### src/rtl/input_cpuid_requester.sv
// Requester side of the CPUID allocation handshake: pops a descriptor, requests a
// CPUID with a level req/ack exchange, then forwards the tagged descriptor or drops it.
module input_cpuid_requester #(
    parameter int DESC_W  = 64,
    parameter int TIMEOUT = 256,
    parameter int TO_W    = 16
) (
    input  logic              clk,
    input  logic              reset,
    input  logic [4:0]        in_desc_key,
    input  logic [DESC_W-1:0] in_desc_data,
    input  logic              in_desc_empty,
    output logic              out_desc_rdreq,
    output logic              out_input_ctl,
    output logic [4:0]        out_input_key,
    input  logic              in_input_ack,
    input  logic              in_input_valid,
    input  logic [4:0]        in_input_cpuid,
    output logic              out_desc_valid,
    output logic [DESC_W-1:0] out_desc_data,
    output logic [4:0]        out_desc_cpuid,
    input  logic              in_desc_ready,
    output logic [31:0]       out_drop_cnt,
    output logic [31:0]       out_timeout_cnt
);

    typedef enum logic [1:0] {
        IDLE = 2'd0,
        REQ  = 2'd1,
        REL  = 2'd2,
        OUT  = 2'd3
    } state_t;

    localparam logic [TO_W-1:0] TO_LAST = TO_W'(TIMEOUT - 1);

    state_t            state_q;
    logic [4:0]        key_q;
    logic [DESC_W-1:0] data_q;
    logic [TO_W-1:0]   timer_q;
    logic              grant_valid_q;
    logic [4:0]        grant_cpuid_q;
    logic              timed_out_q;
    logic              rdreq_q;
    logic              ctl_q;
    logic              out_valid_q;
    logic [DESC_W-1:0] out_data_q;
    logic [4:0]        out_cpuid_q;
    logic [31:0]       drop_cnt_q;
    logic [31:0]       to_cnt_q;

    function automatic logic [31:0] sat_inc(input logic [31:0] v);
        return (v == 32'hFFFF_FFFF) ? v : v + 32'd1;
    endfunction

    // Handshake FSM; all outputs are registered here.
    always_ff @(posedge clk) begin
        if (reset) begin
            state_q       <= IDLE;
            key_q         <= 5'd0;
            data_q        <= '0;
            timer_q       <= '0;
            grant_valid_q <= 1'b0;
            grant_cpuid_q <= 5'd0;
            timed_out_q   <= 1'b0;
            rdreq_q       <= 1'b0;
            ctl_q         <= 1'b0;
            out_valid_q   <= 1'b0;
            out_data_q    <= '0;
            out_cpuid_q   <= 5'd0;
            drop_cnt_q    <= 32'd0;
            to_cnt_q      <= 32'd0;
        end else begin
            rdreq_q <= 1'b0;
            case (state_q)
                IDLE: begin
                    if (!in_desc_empty) begin
                        key_q   <= in_desc_key;
                        data_q  <= in_desc_data;
                        rdreq_q <= 1'b1;
                        ctl_q   <= 1'b1;
                        timer_q <= '0;
                        state_q <= REQ;
                    end
                end
                REQ: begin
                    // Ack takes priority over an expiry landing in the same cycle.
                    if (in_input_ack) begin
                        grant_valid_q <= in_input_valid;
                        grant_cpuid_q <= in_input_cpuid;
                        timed_out_q   <= 1'b0;
                        ctl_q         <= 1'b0;
                        state_q       <= REL;
                    end else if (timer_q == TO_LAST) begin
                        grant_valid_q <= 1'b0;
                        timed_out_q   <= 1'b1;
                        ctl_q         <= 1'b0;
                        to_cnt_q      <= sat_inc(to_cnt_q);
                        state_q       <= REL;
                    end else begin
                        timer_q <= timer_q + TO_W'(1);
                    end
                end
                REL: begin
                    if (!in_input_ack) begin
                        if (grant_valid_q) begin
                            out_valid_q <= 1'b1;
                            out_data_q  <= data_q;
                            out_cpuid_q <= grant_cpuid_q;
                            state_q     <= OUT;
                        end else begin
                            if (!timed_out_q) begin
                                drop_cnt_q <= sat_inc(drop_cnt_q);
                            end
                            state_q <= IDLE;
                        end
                    end
                end
                OUT: begin
                    if (in_desc_ready) begin
                        out_valid_q <= 1'b0;
                        state_q     <= IDLE;
                    end
                end
                default: begin
                    state_q <= IDLE;
                    ctl_q   <= 1'b0;
                end
            endcase
        end
    end

    assign out_desc_rdreq  = rdreq_q;
    assign out_input_ctl   = ctl_q;
    assign out_input_key   = key_q;
    assign out_desc_valid  = out_valid_q;
    assign out_desc_data   = out_data_q;
    assign out_desc_cpuid  = out_cpuid_q;
    assign out_drop_cnt    = drop_cnt_q;
    assign out_timeout_cnt = to_cnt_q;

endmodule
### config.mk
export PLATFORM = sky130hd
export DESIGN_NAME = input_cpuid_requester
export DESIGN_NICKNAME = d
export VERILOG_FILES = /design/src/rtl/input_cpuid_requester.sv
export SDC_FILE = /design/constraint.sdc
export NUM_CORES = 1
export LEC_CHECK = 0
export BUFFER_PORTS_ARGS = -buffer_cell sky130_fd_sc_hd__buf_2
export CORE_ASPECT_RATIO = 0.7
export CORE_UTILIZATION = 45
export DETAILED_ROUTE_END_ITERATION = 8
export GPL_ROUTABILITY_DRIVEN = 0
export GPL_TIMING_DRIVEN = 1
export HOLD_SLACK_MARGIN = 0.06
export PLACE_DENSITY_LB_ADDON = 0.25
export SYNTH_ARGS = -nofsm -noshare
export SYNTH_HDL_FRONTEND = slang
export SYNTH_SLANG_ARGS = --single-unit
export TNS_END_PERCENT = 10
### constraint.sdc
create_clock -name clk -period 4.7 [get_ports clk]
set_input_delay 1.41 -clock clk [delete_from_list [all_inputs] [get_ports clk]]
set_output_delay 1.41 -clock clk [all_outputs]
set_load 0.01 [all_outputs]
* Yosys cells after proc, flatten, opt, wreduce, memory -nomap -nowiden
Index checks and enable logic that the tools add are counted.
** Operators by class
- Add/subtract/negate cells :: 3
- Equal/unequal tests :: 13
- Multiplexer cells :: 23
- Bitwise logic cells :: 7
- Reduce and logical (&&, ||, !) cells :: 15
** Operators with widths (count)
- 32-bit by 1-bit adder with 32-bit output, second input constant :: 2
- 32-bit == test, second input constant :: 2
- 16-bit 2-to-1 mux :: 3
- 16-bit one-hot mux with 2 select lines :: 1
- 16-bit by 1-bit adder with 16-bit output, second input constant :: 1
- 16-bit by 8-bit == test with 1-bit output, second input constant :: 1
- 4-bit AND reduction :: 4
- 2-bit 2-to-1 mux :: 6
- 2-bit != test, second input constant :: 6
- 1-bit 2-to-1 mux :: 10
- 2-bit one-hot mux with 4 select lines :: 1
- 1-bit inverter :: 7
- 2-bit AND reduction :: 3
- 3-bit AND reduction :: 2
- 2-bit nonzero test :: 3
- 5-bit AND reduction :: 1
- 2-bit == test, second input constant :: 2
- 1-bit one-hot mux with 2 select lines :: 2
- 3-bit != test, second input constant :: 1
- 2-bit by 1-bit == test with 1-bit output, second input constant :: 1
- 2-bit zero test :: 1
- 2-bit OR reduction :: 1
** Word-level totals
- Flip-flop bits (word level) :: 230
- Input bits :: 80
- Word-level logic and storage cells :: 75

* Longest topological paths before layout
Gate-level depths: netlist of the first run.
- Depth in word-level cells :: 4
- Gate-level depth with buffers :: 7
- Depth with buffers taken out :: 6

* Worst setup path after synthesis of the first run
No wires, ideal clock.
- Path type :: input -> register
- From :: input port in_input_ack
- To :: register to_cnt_q[19] (netlist: out_timeout_cnt[19])
- Library setup time :: 0.123 ns
- Arrival time :: 3.079 ns
- Data required time :: 4.577 ns
- Slack :: 1.498 ns
- Cell stages on the path :: 6
- Path buffers :: 1
- Cells stage by stage :: or3b_1 buf_2 nor4_4 nand2_2 nor4b_1 mux2_1
** On the way
- Word-level cells in the longest chain between the ends :: 2
** Ends and longest elaborated chain
- start, declared :: RTL line 16 : input logic in_input_ack,
- 1-bit inverter (no line)
- 4-bit AND reduction (no line)
- end signal, assigned :: RTL line 97 : to_cnt_q <= sat_inc(to_cnt_q);
- end, declared :: RTL line 49 : logic [31:0] to_cnt_q;
No other way between the ends.
A chain may end at the register's enable or synchronous reset.

* Final worst setup path of the first run
- From :: input port in_input_ack
- To :: register drop_cnt_q[23] (netlist: out_drop_cnt[23])
** On the way
- Word-level cells in the longest chain between the ends :: 2
** Ends and longest elaborated chain
- 1-bit inverter (no line)
- 5-bit AND reduction (no line)
- end signal, assigned :: RTL line 112 : drop_cnt_q <= sat_inc(drop_cnt_q);
- end, declared :: RTL line 48 : logic [31:0] drop_cnt_q;
No other way between the ends.

==> qor.txt, run 1 <==
Cell Area, Placed: 0.0107 mm2
IO Pins: 221
Postcts setup bufs: 0
Worst Hold Launch: data_q[45]$_SDFFE_PP0P_
F_max: 319 MHz
Synth Area per Inst: 8.15 um2
Final Non-Filler Cells: 1,629
Syn nets: 1,241
Largest family of logic cells by synthesized area: simple AND/OR/NAND/NOR gates
Hold WC Path Type: flop to flop
Crit path kind: input pin to flop
# nets final: 1,425
Final min period: 3.14 ns
Starting DRC count in detailed routing: 583
Core area: 0.0202 mm2
Routed length on met3: 1850 um
Wl on met1: 11,300 um
Router iterations before antenna repair: 6
WL/cell: 14.6 um
Fin. max-slew vios: 0
Worst Max-Slew Pin Slew: 1.27 ns
Die area: 0.0216 mm2
Sequential fraction of the synthesis area: 0.488
Leakage: 0.00448 uW
Post-synth EDFFs: 0
Share of post-route cells with drive strength above 1: 0.231
Worst Path Max Fanout: 14
CP required: 5.09 ns
Final Skew: 0.00631 ns
Vias in the first global route: 7,661
Initial Util: 0.468
Async SR Flop Fraction: 0
Max cap viols: 0
Reg2reg path depth: 6
Filler instances: 1,916
Largest net degree at the start of global routing: 97
Synth Area in XOR/XNOR: 0.0111
Num Clock Sinks: 230
PortBufs: 220
Synth area leader: dfxtp_1
Top sig layer: met5
Met2 wire length: 10,100 um
Pwr dens: 363 mW/mm2
Post-Route WL: 23,800 um
#FFs+latches synth: 230
Top cell type's share of synthesized area: 0.488
CTS Hold Buffers Added: 0
Most common cell after layout, fill and taps aside: nand2_1
Fraction of the mapped netlist area in adder cells: 0.00398
TNS Setup: 0 ns
CP arrival: 3.52 ns
Worst slew margin: 0.152
Ys flop type: dfxtp_1
Vias per cell: 5.34
Die Y: 123 um
Layout area overhead: 21.2%
Max VDD drop: 0.307 mV
Endpoints failing hold: 0
Clock Tree Root: clkbuf_16
DRC Markers: 0
Clk Latency, worst-skew pair: 0.50 ns
Row cnt: 43
Synth Instances: 1,158
Simple-Gate Fraction of Synth Area: 0.276
Resize count post-CTS: 0
Cts bufs inserted: 23
Fin crit share: 0.667
Synth top area cells: dfxtp_1, nand2_1, a21oi_1, clkbuf_1, nand3_1
YS warnings: 0
Hold slack final: 0.446 ns
Mapped Area: 0.00944 mm2
Clock buffer depth: 3
Initial antenna violation count: 2
RSZ-0062 raised after global routing: no
Status: finished, final reports clean
GR Util All Layers: 0.213
TritonCTS clock tree: done
Die width: 175 um
Post-Place Cells: 1,587
Global-route wire length before repair: 38,300 um
Reg2Reg Launch Point: timer_q[0]$_SDFFE_PP0P_
Final setup violation count: 0
Crit end category: flop
Cell variety after synth: 62
H-tree depth: 1
Grt ovf: 0
Most frequent cells in the layout: nand2_1, dfxtp_1, buf_2, a21oi_1, nor2_1
Total number of vias: 8,691
Design area: 0.0114 mm2
Area fraction in compound gates after synthesis: 0.161
Clock transition at the registers of the reported paths: 0.06 ns
Crit path from: in_input_ack
WHS Path Cells: 2
Antenna Nets Post-Route: 0
Post-DP HPWL: 15,500 um
Startpoint Class: input pin
Mux contribution to synthesized area: 0.0247
-- state kept, by name, summed over array words and instances, names as in the netlist, 2 cells and up --
name	count
out_drop_cnt	32
out_timeout_cnt	32
data_q	64
grant_cpuid_q	5
out_input_key	5
out_desc_cpuid	5
out_desc_data	64
timer_q	16
state_q	2
-- report_power, final --
group	switching (uW)	total, uW	internal [uW]
Combinational	185	278	93.3
Clock	753	1820	1070
Sequential	36.4	2050	2010
-- layer usage --
layer / global-route usage / vias to the layer above
met5: 0 / -
met4: 0.0516 / 4
met3: 0.0572 / 36
met2: 0.324 / 265
met1: 0.300 / 3996
li1: - / 4390
-- synth_stat cells (all sizes together), types with 2 or more instances --
cell and number:
a2111oi 3, a211oi 7, a21o 2, a21oi 190, a311oi 6, a31o 3, and2 4, and3 6
and4 8, buf 8, clkbuf 61, dfxtp 230, ha 3, inv 15, mux2 18, mux2i 3
nand2 316, nand2b 4, nand3 40, nand4 27, nor2 51, nor2b 15, nor3 12, nor3b 3
nor4 11, o211a 2, o211ai 6, o21ai 27, o31ai 10, or2 2, or3 24, or4 16
or4b 2, xnor2 11
-- path summary, 6_finish.rpt --
path | end | slack [ns]
worst max register to register | out_timeout_cnt[24]$_SDFFE_PP0P_ | 1.70
worst max-delay path | out_drop_cnt[23]$_SDFFE_PP0P_ | 1.56
worst min-delay path | out_desc_data[45]$_SDFFE_PP0P_ | 0.45
worst min register to register | out_desc_data[45]$_SDFFE_PP0P_ | 0.45
-- worst max-delay path, stage by stage --
cell and delay (ns):
buf_2 0.19, nor3b_4 0.32, nand4_1 0.40, a211oi_2 0.72
nand3_1 0.16, mux2_2 0.31
-- area by class of cell --
type	count	area (um2)	area share
inverter	15	56.3	0.00493
clock inverter	12	113	0.00985
sequential	230	4600	0.403
multi-input combinational	844	4510	0.395
clock buffer	29	638	0.0558
tap	270	338	0.0296
antenna	1	2.50	0.000219
timing repair buffer	228	1170	0.102
-- per-stage QoR --
stage	utilization	worst slack, ns	power, uW
after global routing	0.567	1.43	4310
final	0.567	1.56	4150
after CTS	0.567	1.59	4190
after detailed placement	0.529	1.07	2370
after global placement	0.529	1.12	2360
after floorplan	-	1.50	2270
-- logic make-up after synthesis --
| group | Yosys count |
|---|---|
| flops | 230 |
| xor+xnor | 12 |
| fa+ha+maj | 3 |
| mux | 21 |
| simple gates | 544 |
| compound gates | 264 |
| buf+inv | 84 |
No activity file was read; power rests on OpenSTA's default activity.
==> inputs of run 2 (changes only) <==
==> constraint.sdc (replaced) <==
create_clock -name clk -period 3 [get_ports clk]
set_input_delay 0.9 -clock clk [delete_from_list [all_inputs] [get_ports clk]]
set_output_delay 0.9 -clock clk [all_outputs]
set_load 0.01 [all_outputs]
==> run 2 against run 1 <==
Net effect: non-clock buffer count up 21; critical path depth is 1 higher; routed wire length increased by 2.4%; final area rose by 2.0%; combinational power rose by 71%; count of clock-buffer cells in the layout is 2 higher; first-iteration DRC count shrank 8.2%; largest cell class unchanged; utilization increased by 1.2 points.
==> qor.txt, run 2 (synthesis gave the netlist of run 1 again) <==
Row cnt: 43 (unchanged)
Multi-input gate area: 0.00451 mm2 (unchanged)
Cts bufs inserted: 22 (-4.3%)
Worst slew margin: 0.442 (+0.290)
Vias in the first global route: 7,709 (+0.63%)
Most common cell after layout, fill and taps aside: nand2_1
Postcts setup bufs: 0 (unchanged)
Pwr dens: 571 mW/mm2 (+57%)
Router iterations before antenna repair: 5 (-1)
Post-Place Cells: 1,608 (+1.3%)
Cell family with most CP delay: simple AND/OR/NAND/NOR gates
Die area: 0.0216 mm2 (unchanged)
CTS Hold Buffers Added: 0 (unchanged)
Crit path kind: flop to flop
# nets final: 1,445 (+1.4%)
Max VDD drop: 0.391 mV (+27%)
Fin crit share: 0.813
CP arrival: 2.87 ns (-0.65 ns)
Post-DP HPWL: 16,100 um (+3.4%)
Post-Route WL: 24,400 um (+2.4%)
GR Util All Layers: 0.214 (+0.000669)
Hold WC Path Type: flop to flop
Filler instances: 1,905 (-0.57%)
WL/cell: 14.8 um (+1.1%)
Total number of vias: 8,692 (+0.012%)
Worst Max-Slew Pin Slew: 0.829 ns (-0.440 ns)
Max cap viols: 0 (unchanged)
Num Clock Sinks: 230 (unchanged)
Share of post-route cells with drive strength above 1: 0.242 (+0.0112)
Antenna Nets Post-Route: 0 (unchanged)
DRC Markers: 0 (unchanged)
Worst Path Max Fanout: 13 (-1)
Clk Latency, worst-skew pair: 0.50 ns (about the same)
Most frequent cells in the layout: nand2_1, dfxtp_1, buf_2, a21oi_1, nor2_1
Final min period: 2.44 ns
PortBufs: 220 (unchanged)
IO Pins: 221 (unchanged)
Layout area overhead: 23.6%
Crit path cell chain: ha_1 > nand3_1 > nor4_4 > buf_4 > nand4_2 > or4_1 > a21oi_1
TritonCTS clock tree: done
Startpoint Class: flop
Starting DRC count in detailed routing: 535 (-8.2%)
Vias per cell: 5.27 (-1.2%)
Largest net degree at the start of global routing: 71 (-27%)
RSZ-0062 raised after global routing: no
Clock transition at the registers of the reported paths: 0.07 ns (about the same)
CP required: 3.43 ns (-1.66 ns)
Grt ovf: 0 (unchanged)
Worst path max stage delay: 0.49 ns (-0.23 ns)
F_max: 410 MHz
Crit end category: flop
Core area: 0.0202 mm2 (unchanged)
Die Y: 123 um (unchanged)
Initial antenna violation count: 4 (+2)
Final Non-Filler Cells: 1,649 (+1.2%)
Critical path buffer and inverter count: 1 (unchanged)
Leakage: 0.00461 uW (+2.9%)
Global-route wire length before repair: 38,600 um (+0.76%)
Final Skew: 0.00691 ns (+0.000603 ns)
Worst reg2reg setup slack: 0.56 ns (-1.14 ns)
TNS Setup: 0 ns (unchanged)
Clock buffer depth: 3 (unchanged)
H-tree depth: 1 (unchanged)
Resize count post-CTS: 0 (unchanged)
Seq. cell area: 0.00460 mm2 (unchanged)
Slowest stage cell, crit path: or4_1
Final setup violation count: 0 (unchanged)
Initial Util: 0.468 (unchanged)
Status: finished, final reports clean
Die width: 175 um (unchanged)
Fin. max-slew vios: 0 (unchanged)
Endpoints failing hold: 0 (unchanged)
Clock Tree Root: clkbuf_16
run 2: changes by cell type in the layout (fill, tap and decap cells not counted):
cell / delta
buf_12: +3
clkinv_2: -4
buf_4: +18
clkbuf_8: +2
bufinv_16: +1
run 2: layout make-up:
cell class	count	share of cell area
inverter	15	0.00483
sequential	230	0.395
clock inverter	9	0.0105
tap	270	0.0290
clock buffer	31	0.0571
antenna	1	0.000215
multi-input combinational	844	0.387
timing repair buffer	249	0.117
run 2: tightest hold or removal path: cells and delay by family (launching register included):
kind / cells / cell delay, ns
compound gates: 1 / 0.05
flops: 1 / 0.31
simple gates: 1 / 0.05
run 2: final timing paths:
check / startpoint / end / cells past startpoint
worst max-delay path: timer_q[0]$_SDFFE_PP0P_ / out_timeout_cnt[28]$_SDFFE_PP0P_ / 7
worst min-delay path: data_q[28]$_SDFFE_PP0P_ / out_desc_data[28]$_SDFFE_PP0P_ / 2
worst max register to register: timer_q[0]$_SDFFE_PP0P_ / out_timeout_cnt[28]$_SDFFE_PP0P_ / 7
worst min register to register: data_q[28]$_SDFFE_PP0P_ / out_desc_data[28]$_SDFFE_PP0P_ / 2
run 2: power breakdown:
part	switching, uW	internal [uW]	leakage (uW)
Clock	1180	1810	0.000391
Combinational	302	172	0.00235
Sequential	51.9	3150	0.00186
run 2: per-stage QoR:
| step | power [uW] | cell area (um2) | hold WS, ns | util | setup WS, ns |
|---|---|---|---|---|---|
| 6_report | 6650 | 11700 | 0.450 | 0.578 | 0.562 |
| 5_1_grt | 6910 | 11700 | 0.463 | 0.578 | 0.367 |
| 4_1_cts | 6730 | 11700 | 0.450 | 0.578 | 0.563 |
| 3_5_place_dp | 3740 | 10900 | 0.443 | 0.539 | 0.174 |
| 3_3_place_gp | 3730 | 10900 | 0.437 | 0.539 | 0.230 |
| 2_1_floorplan | 3560 | 9440 | 0.432 | - | 0.308 |
run 2: per-layer routing:
metal	global-route usage	vias to the layer above	wire length [um]
li1	-	4406	-
met1	0.304	4031	11800
met2	0.327	216	10600
met3	0.0541	35	1560
met4	0.0457	4	415
met5	0	-	16
